<file path="src/rtl/conv_inst_sequencer.sv">
// conv_inst_sequencer: walks oc_group x ic_group x kij and generates the 64-bit conv-core
// instruction stream. Per kij it loads weights into L0, loads the PE kernel, waits a settle gap,
// then streams activations while popping OFIFO rows into PSUM at the matching output pixel.
module conv_inst_sequencer #(
  parameter int ROW     = 8,
  parameter int COL     = 8,
  parameter int KSIZE   = 3,
  parameter int IN_W    = 6,
  parameter int N_OC    = 2,
  parameter int N_IC    = 2,
  parameter int W_BASE  = 1024,
  parameter int GAP_CYC = 10
) (
  input  logic        clk,
  input  logic        reset,
  input  logic        start,
  input  logic        ofifo_valid,
  output logic [63:0] inst,
  output logic        busy,
  output logic        done
);

  localparam int KK    = KSIZE * KSIZE;
  localparam int NIJ   = IN_W * IN_W;
  localparam int OUT_W = IN_W - KSIZE + 1;
  localparam int ONIJ  = OUT_W * OUT_W;

  localparam int CW  = 8;
  localparam int PW  = $clog2(NIJ + 1);
  localparam int KW  = $clog2(KK + 1);
  localparam int OCW = (N_OC > 1) ? $clog2(N_OC) : 1;
  localparam int ICW = (N_IC > 1) ? $clog2(N_IC) : 1;

  localparam logic [CW-1:0]  WL_LAST  = CW'(COL);
  localparam logic [CW-1:0]  KL_LAST  = CW'(COL + ROW);
  localparam logic [CW-1:0]  GP_LAST  = CW'(GAP_CYC - 1);
  localparam logic [CW-1:0]  EX_LAST  = CW'(NIJ - 1);
  localparam logic [PW-1:0]  POP_ALL  = PW'(NIJ);
  localparam logic [KW-1:0]  KIJ_LAST = KW'(KK - 1);
  localparam logic [ICW-1:0] IC_LAST  = ICW'(N_IC - 1);
  localparam logic [OCW-1:0] OC_LAST  = OCW'(N_OC - 1);
  localparam logic signed [7:0] OUT_S = 8'(OUT_W);

  // Both memories disabled and xmem write-protected; everything else quiet.
  localparam logic [63:0] IDLE_WORD = 64'h0000_0001_000C_0000;

  localparam logic [2:0] S_IDLE  = 3'd0;
  localparam logic [2:0] S_WLOAD = 3'd1;
  localparam logic [2:0] S_KLOAD = 3'd2;
  localparam logic [2:0] S_GAP   = 3'd3;
  localparam logic [2:0] S_EXEC  = 3'd4;
  localparam logic [2:0] S_DRAIN = 3'd5;
  localparam logic [2:0] S_NEXT  = 3'd6;
  localparam logic [2:0] S_DONE  = 3'd7;

  logic [2:0]     state;
  logic [CW-1:0]  cyc;
  logic [PW-1:0]  pops;
  logic [KW-1:0]  kij;
  logic [ICW-1:0] ic;
  logic [OCW-1:0] oc;

  logic              pop;
  logic              pix_ok;
  logic              first_acc;
  logic signed [7:0] ox;
  logic signed [7:0] oy;
  logic [10:0]       w_addr;
  logic [10:0]       x_addr;
  logic [10:0]       p_addr;
  logic [63:0]       word;

  // Build the instruction word for the current state; the pop overlay maps the popped row to its output pixel.
  always_comb begin
    pop       = ((state == S_EXEC) || (state == S_DRAIN)) && ofifo_valid && (pops < POP_ALL);
    ox        = 8'(int'(pops) % IN_W) - 8'(int'(kij) % KSIZE);
    oy        = 8'(int'(pops) / IN_W) - 8'(int'(kij) / KSIZE);
    pix_ok    = (ox >= 8'sd0) && (ox < OUT_S) && (oy >= 8'sd0) && (oy < OUT_S);
    p_addr    = 11'(int'(oc) * ONIJ + int'(oy) * OUT_W + int'(ox));
    w_addr    = 11'(W_BASE + ((int'(oc) * N_IC + int'(ic)) * KK + int'(kij)) * COL + int'(cyc));
    x_addr    = 11'(int'(ic) * NIJ + int'(cyc));
    first_acc = (ic == '0) && (kij == '0);
    word      = IDLE_WORD;
    case (state)
      S_WLOAD: begin
        word[19]   = 1'b0;
        word[2]    = 1'b1;
        word[17:7] = w_addr;
      end
      S_KLOAD: begin
        word[3] = 1'b1;
        word[0] = (cyc != '0);
      end
      S_EXEC: begin
        word[19]   = 1'b0;
        word[3]    = 1'b1;
        word[2]    = 1'b1;
        word[1]    = 1'b1;
        word[17:7] = x_addr;
      end
      default: ;
    endcase
    if (pop) begin
      word[6]  = 1'b1;
      word[34] = first_acc;
      word[33] = !first_acc;
      if (pix_ok) begin
        word[32]    = 1'b0;
        word[31]    = 1'b1;
        word[30:20] = p_addr;
      end
    end
  end

  // Sequence the phases, step the loop counters and register the outgoing word.
  always_ff @(posedge clk) begin
    if (!reset) begin
      state <= S_IDLE;
      cyc   <= '0;
      pops  <= '0;
      kij   <= '0;
      ic    <= '0;
      oc    <= '0;
      busy  <= 1'b0;
      done  <= 1'b0;
      inst  <= IDLE_WORD;
    end else begin
      inst <= word;
      if (pop) pops <= pops + 1'b1;
      case (state)
        S_IDLE: begin
          if (start) begin
            state <= S_WLOAD;
            cyc   <= '0;
            pops  <= '0;
            kij   <= '0;
            ic    <= '0;
            oc    <= '0;
            busy  <= 1'b1;
          end
        end
        S_WLOAD: begin
          if (cyc == WL_LAST) begin
            state <= S_KLOAD;
            cyc   <= '0;
          end else cyc <= cyc + 1'b1;
        end
        S_KLOAD: begin
          if (cyc == KL_LAST) begin
            state <= S_GAP;
            cyc   <= '0;
          end else cyc <= cyc + 1'b1;
        end
        S_GAP: begin
          if (cyc == GP_LAST) begin
            state <= S_EXEC;
            cyc   <= '0;
          end else cyc <= cyc + 1'b1;
        end
        S_EXEC: begin
          if (cyc == EX_LAST) begin
            state <= S_DRAIN;
            cyc   <= '0;
          end else cyc <= cyc + 1'b1;
        end
        S_DRAIN: begin
          if (pops == POP_ALL) state <= S_NEXT;
        end
        S_NEXT: begin
          pops <= '0;
          if (kij != KIJ_LAST) begin
            kij   <= kij + 1'b1;
            state <= S_WLOAD;
          end else begin
            kij <= '0;
            if (ic != IC_LAST) begin
              ic    <= ic + 1'b1;
              state <= S_WLOAD;
            end else begin
              ic <= '0;
              if (oc != OC_LAST) begin
                oc    <= oc + 1'b1;
                state <= S_WLOAD;
              end else begin
                oc    <= '0;
                state <= S_DONE;
                done  <= 1'b1;
                busy  <= 1'b0;
              end
            end
          end
        end
        S_DONE: begin
          done  <= 1'b0;
          state <= S_IDLE;
        end
        default: state <= S_IDLE;
      endcase
    end
  end

endmodule

</file>
<file path="config.mk">
export PLATFORM = sky130hd
export DESIGN_NAME = conv_inst_sequencer
export DESIGN_NICKNAME = d
export VERILOG_FILES = /design/src/rtl/conv_inst_sequencer.sv
export SDC_FILE = /design/constraint.sdc
export NUM_CORES = 1
export LEC_CHECK = 0
export ABC_AREA = 1
export BUFFER_PORTS_ARGS = -buffer_cell sky130_fd_sc_hd__clkbuf_2
export CAP_MARGIN = 20
export CELL_PAD_IN_SITES_DETAIL_PLACEMENT = 0
export CELL_PAD_IN_SITES_GLOBAL_PLACEMENT = 1
export CORE_ASPECT_RATIO = 0.7
export CORE_UTILIZATION = 25
export DETAILED_ROUTE_END_ITERATION = 10
export GPL_ROUTABILITY_DRIVEN = 0
export PLACE_DENSITY_LB_ADDON = 0.1
export SKIP_LAST_GASP = 1
export SYNTH_ARGS = -nofsm -noshare
export SYNTH_HDL_FRONTEND = slang
export SYNTH_SLANG_ARGS = --single-unit
</file>
<file path="constraint.sdc">
create_clock -name clk -period 5.6 [get_ports clk]
set_input_delay 1.68 -clock clk [delete_from_list [all_inputs] [get_ports clk]]
set_output_delay 1.68 -clock clk [all_outputs]
set_load 0.02 [all_outputs]
</file>
Word-level counts from Yosys, hierarchy flattened
Cells that the tools add are included.

Bits in registers: 89. Input bits: 4. Word-level logic and storage cells: 133.

$add $sub $neg: 14. Multipliers: 2. Divide/modulo/power cells: 4. Order comparisons: 5. Equal/unequal tests: 22. Multiplexer cells: 46. Bitwise gates (word level): 1. Reductions and logical operators: 26.

Operator list (number): two-way mux 8 bit (5); case mux 8 bit (5 select lines) (1); divider 5 x 3 -> 32 bit (second input constant) (1); divider 7 x 4 -> 32 bit (second input constant) (1); modulo 5 x 3 -> 32 bit (second input constant) (1); modulo 7 x 4 -> 32 bit (second input constant) (1); two-way mux 3 bit (9); case mux 3 bit (8 select lines) (1); adder 11 x 8 -> 11 bit (2); case mux 11 bit (2 select lines) (1); two-way mux 1 bit (18); equality test 8 x 4 -> 1 bit (second input constant) (2); >= comparator 8 x 1 -> 1 bit (second input constant) (2); less-than comparator 8 x 4 -> 1 bit (second input constant) (2); subtractor 8 bit (2); != test 2 bit (second input constant) (7); two-way mux 13 bit (1); equality test 3 bit (second input constant) (4); two-way mux 6 bit (2); case mux 6 bit (2 select lines) (1); adder 11 bit (first input constant) (1); adder 6 x 10 -> 11 bit (1); adder 7 x 8 -> 9 bit (1); adder 7 x 4 -> 8 bit (1); other kinds (33) (52).

Logic depth before layout (Yosys ltp)
Gate-level depths: netlist (run 1).

Depth after elaboration: 7. Depth in mapped cells: 40. Mapped depth without buffers: 38.

Worst setup path before layout (run 1)
OpenSTA, ideal clock, no wires.

Path kind: reg-to-reg. Start point: register kij[2]. End point: register inst[30]. Arrival: 4.966 ns. Required time: 5.487 ns. Path slack: 0.521 ns. Cell stages (with the launch flop): 34. Path buffers: 2. Cell sequence: dfxtp_1 buf_6 clkbuf_1 ha_1 nand2_1 nand3_2 nand3_4 inv_1 nand2_1 nand2_1 inv_1 ha_1 a21oi_1 nand4_4 xor2_1 ha_1 fa_1 o21ai_0 xor2_1 xor2_1 inv_1 ha_1 a21o_1 ha_1 a21oi_1 nand2_1 a21oi_1 o21bai_1 nand2_1 nand2_1 a21oi_1 a21oi_2 o21ai_1 inv_1.

Cells in the longest elaborated chain, start to end: 7. Elaborated cells between the ends (all ways): 14. Those cells by class: 4 x add/sub; 2 x div; 4 x order compare; 4 x reduce/logical.

RTL lines: start, declared (RTL line 59) `logic [KW-1:0] kij;`; start signal, assigned (RTL line 172) `kij <= kij + 1'b1;`; parallel branches: the longest is 7 deep, another holds divider 5 x 3 -> 32 bit; end signal, assigned (RTL line 128) `inst <= word;`; end, declared (RTL line 18) `output logic [63:0] inst,`.

Parallel ways; which one is timed is not known. A chain may end at the register's enable or synchronous reset.

Worst setup path after layout (run 1)
Start point: register kij[3]. End point: register inst[30].

Same word-level chain as after synthesis.

==> results.sh, run 1 <==
export IMPL_worst_ep_arrival_time_ns=5.39
export IMPL_synth_area_top_cells="dfxtp_1, ha_1, inv_1, nand2_1, buf_4"
export IMPL_drcViolationCount=0
export IMPL_io_pins=70
export IMPL_r2r_end="inst[30]"
export IMPL_synth_area_leader_cell="dfxtp_1"
export IMPL_async_reset_ff_frac=0
export IMPL_p_leak_uw=0.00267
export IMPL_clkLatencyLatePin_ns=0.34
export IMPL_avgViaCountPerCell=4.18
export IMPL_worst_setup_path_type="reg2reg"
export IMPL_slew_headroom=0.542
export IMPL_cts_tree="yes"
export IMPL_die_area_sq_um=18700
export IMPL_min_to="busy"
export IMPL_yosys_register_bits=57
export IMPL_post_route_period_util=0.921
export IMPL_ys_seq_area_frac=0.252
export IMPL_synth_edf_count=0
export IMPL_grt_max_degree=15
export IMPL_final_util=0.301
export IMPL_maxCapViolCount=0
export IMPL_dr_total_vias=3733
export IMPL_initial_core_util=0.260
export IMPL_cp_max_fo=9
export IMPL_cts_sink_count=57
export IMPL_cp_end_kind="register"
export IMPL_status="complete, no violations"
export IMPL_cp_slowest_stage_delay_ns=0.35
export IMPL_cp_common_cell="nand2_1"
export IMPL_dieHeight_microns=115
export IMPL_cts_clk_slew_worst_paths_ns=0.05
export IMPL_hold_buffers=0
export IMPL_cts_htree_levels=3
export IMPL_vdd_drop_max_mv=0.109
export IMPL_crit_required_ns=5.83
export IMPL_cp_slowest_cell="dfxtp_2"
export IMPL_most_common_layout_cells="inv_1, nand2_1, nor2_1, ha_1, dfxtp_1"
export IMPL_synth_cells=611
export IMPL_fill_cells=1888
export IMPL_start_kind="register"
export IMPL_ant_nets=0
export IMPL_drt_wl_total_mm=11.7
export IMPL_holdPathStages=2
export IMPL_r2r_cells=36
export IMPL_coreArea_sq_um=17400
export IMPL_area_growth_pct=15.7
export IMPL_p_per_area_nw_per_um2=290
export IMPL_critPathBufInv=7
export IMPL_antenna_found_initial=0
export IMPL_fin_skew_ns=0.00661
export IMPL_yosys_warnings=0
export IMPL_io_buffers=37
export IMPL_hp_start="busy"
export IMPL_worst_hold_path_type="reg2reg"
export IMPL_post_drt_wl_per_cell_microns=13.1
export IMPL_clock_path_buffers=2
export IMPL_min_period_ns=5.16
export IMPL_grt_util_all_layers=0.133
export IMPL_root_buffer="clkbuf_16"
export IMPL_drv_slew=0
export IMPL_die_x_microns=163
export IMPL_grt_pass1_vias=3360
export IMPL_power_uw=1520
export IMPL_synth_top_area_share=0.252
export IMPL_nNetsFinal=723
export IMPL_synth_main_ff_cell="dfxtp_1"
export IMPL_syn_area_sq_um=4530
export IMPL_timing_setup_tns_ns=0
export IMPL_dp_hpwl_mm=9.66
export IMPL_overflow=0
export IMPL_synth_distinct_cells=55
export IMPL_avgSynthCellArea_sq_um=7.42
export IMPL_layout_commonest_cell="inv_1"
export IMPL_drt_initial_drc_count=185
export IMPL_setup_viol=0
export IMPL_r2r_slack_ns=0.44
export IMPL_rsz0062_at_grt="no"
export IMPL_first_pass_iters=4
export IMPL_r2r_start="kij[3]"
export IMPL_rows=40
export IMPL_dpl_cell_area_sq_um=4890
export IMPL_worst_pin_slew_ns=0.687
export IMPL_clock_fmax_mhz=194
export IMPL_whs_ns=0.475
export IMPL_diodes=0
export IMPL_crit_family="simple AND/OR/NAND/NOR gates"
export IMPL_cts_buffers=9
export IMPL_grt_pass1_wl_mm=18.5
export IMPL_final_area_sq_um=5240
export IMPL_hold_viol=0
export IMPL_drive_gt1_frac=0.166
area by class of cell:
class                           instances  area, sq um  area share
Timing Repair Buffer                   44          238      0.0453
Clock buffer                            9          225      0.0429
Tap cell                              231          289      0.0551
Inverter                              107          407      0.0775
Clock inverter                          7         95.1      0.0181
Multi-Input combinational cell        439         2850       0.543
Sequential cell                        57         1140       0.218
state kept, by name (all words and copies together) (netlist names):
| signal | flops |
|---|---|
| oc | 1 |
| state | 3 |
| cyc | 8 |
| done | 1 |
| pops | 6 |
| ic | 1 |
| busy | 1 |
| kij | 4 |
| inst | 32 |
worst max path at each step:
stage / to / slack (ns) / start / cells past startpoint
detailed placement: inst[30] / 0.12 / kij[3] / 31
global route: inst[30] / 0.008 / kij[3] / 33
global placement: inst[30] / 0.25 / kij[3] / 31
floorplan: inst[30] / 0.52 / kij[2] / 33
CTS: inst[30] / 0.08 / kij[3] / 31
finish: inst[30] / 0.44 / kij[3] / 36
per-layer routing:
metal  global-route usage  part of all wire  wire (microns)
met1                0.217              0.60            7060
met2                0.159              0.34            3940
met3               0.0311             0.046             539
met4               0.0411             0.011             130
met5                    0                 0               0
cell families after synthesis:
| kind of cell | synth area share |
|---|---|
| XOR/XNOR | 0.0483 |
| adder cells (fa/ha/maj) | 0.177 |
| other | 0.00166 |
| buffers and inverters | 0.151 |
| flip-flops | 0.252 |
| AND/OR/NAND/NOR | 0.240 |
| AO/OA/AOI/OAI | 0.130 |
power breakdown:
group,switching (uW),total [uW],internal [uW]
combinational,307,444,136
sequential,32.9,479,446
clock,210,598,388
total,550,1520,971
stage by stage:
stage                     setup WS, ns  cells
after floorplan                  0.521    641
after global placement           0.245    878
after detailed placement         0.119    878
after CTS                       0.0819    894
after global routing           0.00829    894
final                            0.441    894
cells in the mapped netlist (2+ instances only):
library cell   n
clkbuf_1       3
nand2_1       91
xnor2_1        7
nor3b_2        2
a21boi_0       2
nor3_1        11
a31o_2         2
o32ai_1        4
inv_1         96
o21a_1         2
a21oi_1       30
nand4_1        8
a221oi_1       2
nand3_1       30
a31oi_1        2
nand3b_1       3
dfxtp_1       57
o21bai_1       3
xor2_1        18
inv_4          2
nand3_2        5
nor2_4         3
conb_1         2
a211oi_1       3
fa_1           5
o21ai_1        3
buf_4         34
nand2_2        5
o21ai_0       29
inv_2          8
o211ai_1       2
nand3_4        2
nor2_1        55
ha_1          56
nor2_2         4
worst min-delay path: cells and delay by family, from the launching register on:
family             cells  cell delay, ns
AOI/OAI and AO/OA      1            0.05
and+or+nand+nor        1            0.06
DFF                    1            0.31
timing repair:
| action | in CTS | in global routing |
|---|---|---|
| resized for setup | 0 | 11 |
| endpoints found under the setup margin | 0 | 3 |
| buffers inserted | 0 | 0 |
No activity file was read; power rests on OpenSTA's default activity.
==> run 2: changes to the inputs <==
--- a/config.mk
+++ b/config.mk
@@ -11,6 +11,7 @@
 export CELL_PAD_IN_SITES_DETAIL_PLACEMENT = 0
 export CELL_PAD_IN_SITES_GLOBAL_PLACEMENT = 1
 export CORE_ASPECT_RATIO = 0.7
+export CORE_MARGIN = 5
 export CORE_UTILIZATION = 25
 export DETAILED_ROUTE_END_ITERATION = 10
 export GPL_ROUTABILITY_DRIVEN = 0
==> results.sh, run 2 (synthesis gave the netlist of run 1 again) <==
export IMPL_p_leak_uw=0.00268
export IMPL_rsz0062_at_grt="no"
export IMPL_final_cells=898
export IMPL_rows=41
export IMPL_worst_ep_arrival_time_ns=5.39
export IMPL_critPathBufInv=3
export IMPL_cp_common_cell="nand2_1"
export IMPL_final_area_sq_um=5230
export IMPL_drt_wl_total_mm=11.8
export IMPL_min_to="busy"
export IMPL_cts_buffers=9
export IMPL_r2r_cells=28
export IMPL_dp_hpwl_mm=9.75
export IMPL_r2r_start="kij[3]"
export IMPL_grt_pass1_wl_mm=18.8
export IMPL_clock_fmax_mhz=193
export IMPL_coreArea_sq_um=17900
export IMPL_area_growth_pct=15.3
export IMPL_cts_clk_slew_worst_paths_ns=0.05
export IMPL_most_common_layout_cells="inv_1, nand2_1, ha_1, nor2_1, dfxtp_1"
export IMPL_post_drt_wl_per_cell_microns=13.1
export IMPL_hp_start="busy"
export IMPL_grt_pass1_vias=3514
export IMPL_pre_cts_slack_ns=0.120
export IMPL_min_period_ns=5.17
export IMPL_worst_hold_path_type="reg2reg"
export IMPL_drcViolationCount=0
export IMPL_clock_path_buffers=2
export IMPL_dr_total_vias=3788
export IMPL_diodes=0
export IMPL_cp_end_kind="register"
export IMPL_antenna_found_initial=0
export IMPL_crit_family="adder cells"
export IMPL_crit_required_ns=5.82
export IMPL_io_pins=70
export IMPL_reg_top3="inst (32), cyc (8), pops (6)"
export IMPL_r2r_slack_ns=0.43
export IMPL_layout_commonest_cell="inv_1"
export IMPL_setup_viol=0
export IMPL_fin_skew_ns=0.00494
export IMPL_cp_slowest_cell="fa_1"
export IMPL_holdPathStages=2
export IMPL_overflow=0
export IMPL_io_buffers=37
export IMPL_hold_buffers=0
export IMPL_die_area_sq_um=21000
export IMPL_grt_util_all_layers=0.117
export IMPL_status="complete, no violations"
export IMPL_avgViaCountPerCell=4.22
export IMPL_initial_core_util=0.253
export IMPL_first_pass_iters=4
export IMPL_p_per_area_nw_per_um2=283
export IMPL_top_register="inst"
export IMPL_root_buffer="clkbuf_16"
export IMPL_ant_nets=0
export IMPL_nNetsFinal=723
export IMPL_start_kind="register"
export IMPL_drt_initial_drc_count=221
export IMPL_cts_sink_count=57
export IMPL_hold_viol=0
export IMPL_dieHeight_microns=123
export IMPL_die_x_microns=171
export IMPL_drive_gt1_frac=0.163
export IMPL_drv_slew=0
export IMPL_fill_cells=1942
export IMPL_post_route_period_util=0.923
export IMPL_clkLatencyLatePin_ns=0.33
export IMPL_worst_setup_path_type="reg2reg"
export IMPL_r2r_end="inst[29]"
export IMPL_cts_tree="yes"
export IMPL_vdd_drop_max_mv=0.115
export IMPL_worst_pin_slew_ns=0.662
export IMPL_cp_slowest_stage_delay_ns=0.45
export IMPL_timing_setup_tns_ns=0
export IMPL_grt_max_degree=15
export IMPL_maxCapViolCount=0
export IMPL_cp_max_fo=9
export IMPL_dpl_cell_area_sq_um=4890
export IMPL_dp_cells=882
export IMPL_setup_ws_ns=0.431
export IMPL_cts_htree_levels=3
export IMPL_largest_register_ffs=32
export IMPL_slew_headroom=0.559
run 2: tightest hold or removal path, stage by stage (launching register included):
cell and delay (ns):
dfxtp_1 0.30, nand2_1 0.06, a21oi_1 0.05
run 2: report_power, final:
part	switching [uW]	internal, uW
Sequential	32.9	446
Clock	196	364
Combinational	303	134
run 2: cell type report:
cell class / count / area [sq um] / area share
clock buffers: 12 / 256 / 0.0491
clock inverters: 3 / 40.0 / 0.00766
inverters: 107 / 407 / 0.0778
multi-input cells: 439 / 2840 / 0.544
flip-flops and latches: 57 / 1140 / 0.219
well taps: 236 / 295 / 0.0565
repair buffers: 44 / 238 / 0.0455
run 2: metrics by stage:
step | power (uW) | hold slack, ns | util
2_1_floorplan | 816 | 0.444 | -
3_3_place_gp | 934 | 0.458 | 0.273
3_5_place_dp | 929 | 0.456 | 0.273
4_1_cts | 1510 | 0.464 | 0.290
5_1_grt | 1590 | 0.489 | 0.292
6_report | 1480 | 0.465 | 0.292
run 2: worst max path at each step:
stage          startpoint       end  slack [ns]  cells past startpoint
2_1_floorplan      kij[2]  inst[30]        0.52                     33
3_3_place_gp       kij[3]  inst[30]        0.22                     31
3_5_place_dp       kij[3]  inst[30]        0.12                     31
4_1_cts            kij[3]  inst[30]         0.1                     31
5_1_grt            kij[3]  inst[29]        0.02                     28
6_report           kij[3]  inst[29]        0.43                     28
run 2: routing by layer:
layer,wire (microns),global-route usage,part of all wire
met5,0,0,0
met4,159,0.0391,0.013
met3,603,0.0290,0.051
met2,4090,0.145,0.35
met1,6930,0.190,0.59
run 2: timing repair:
action | 4_1_cts | 5_1_grt
setup endpoints to repair | 0 | 3
gates resized for setup | 0 | 12
buffers inserted | 0 | 1
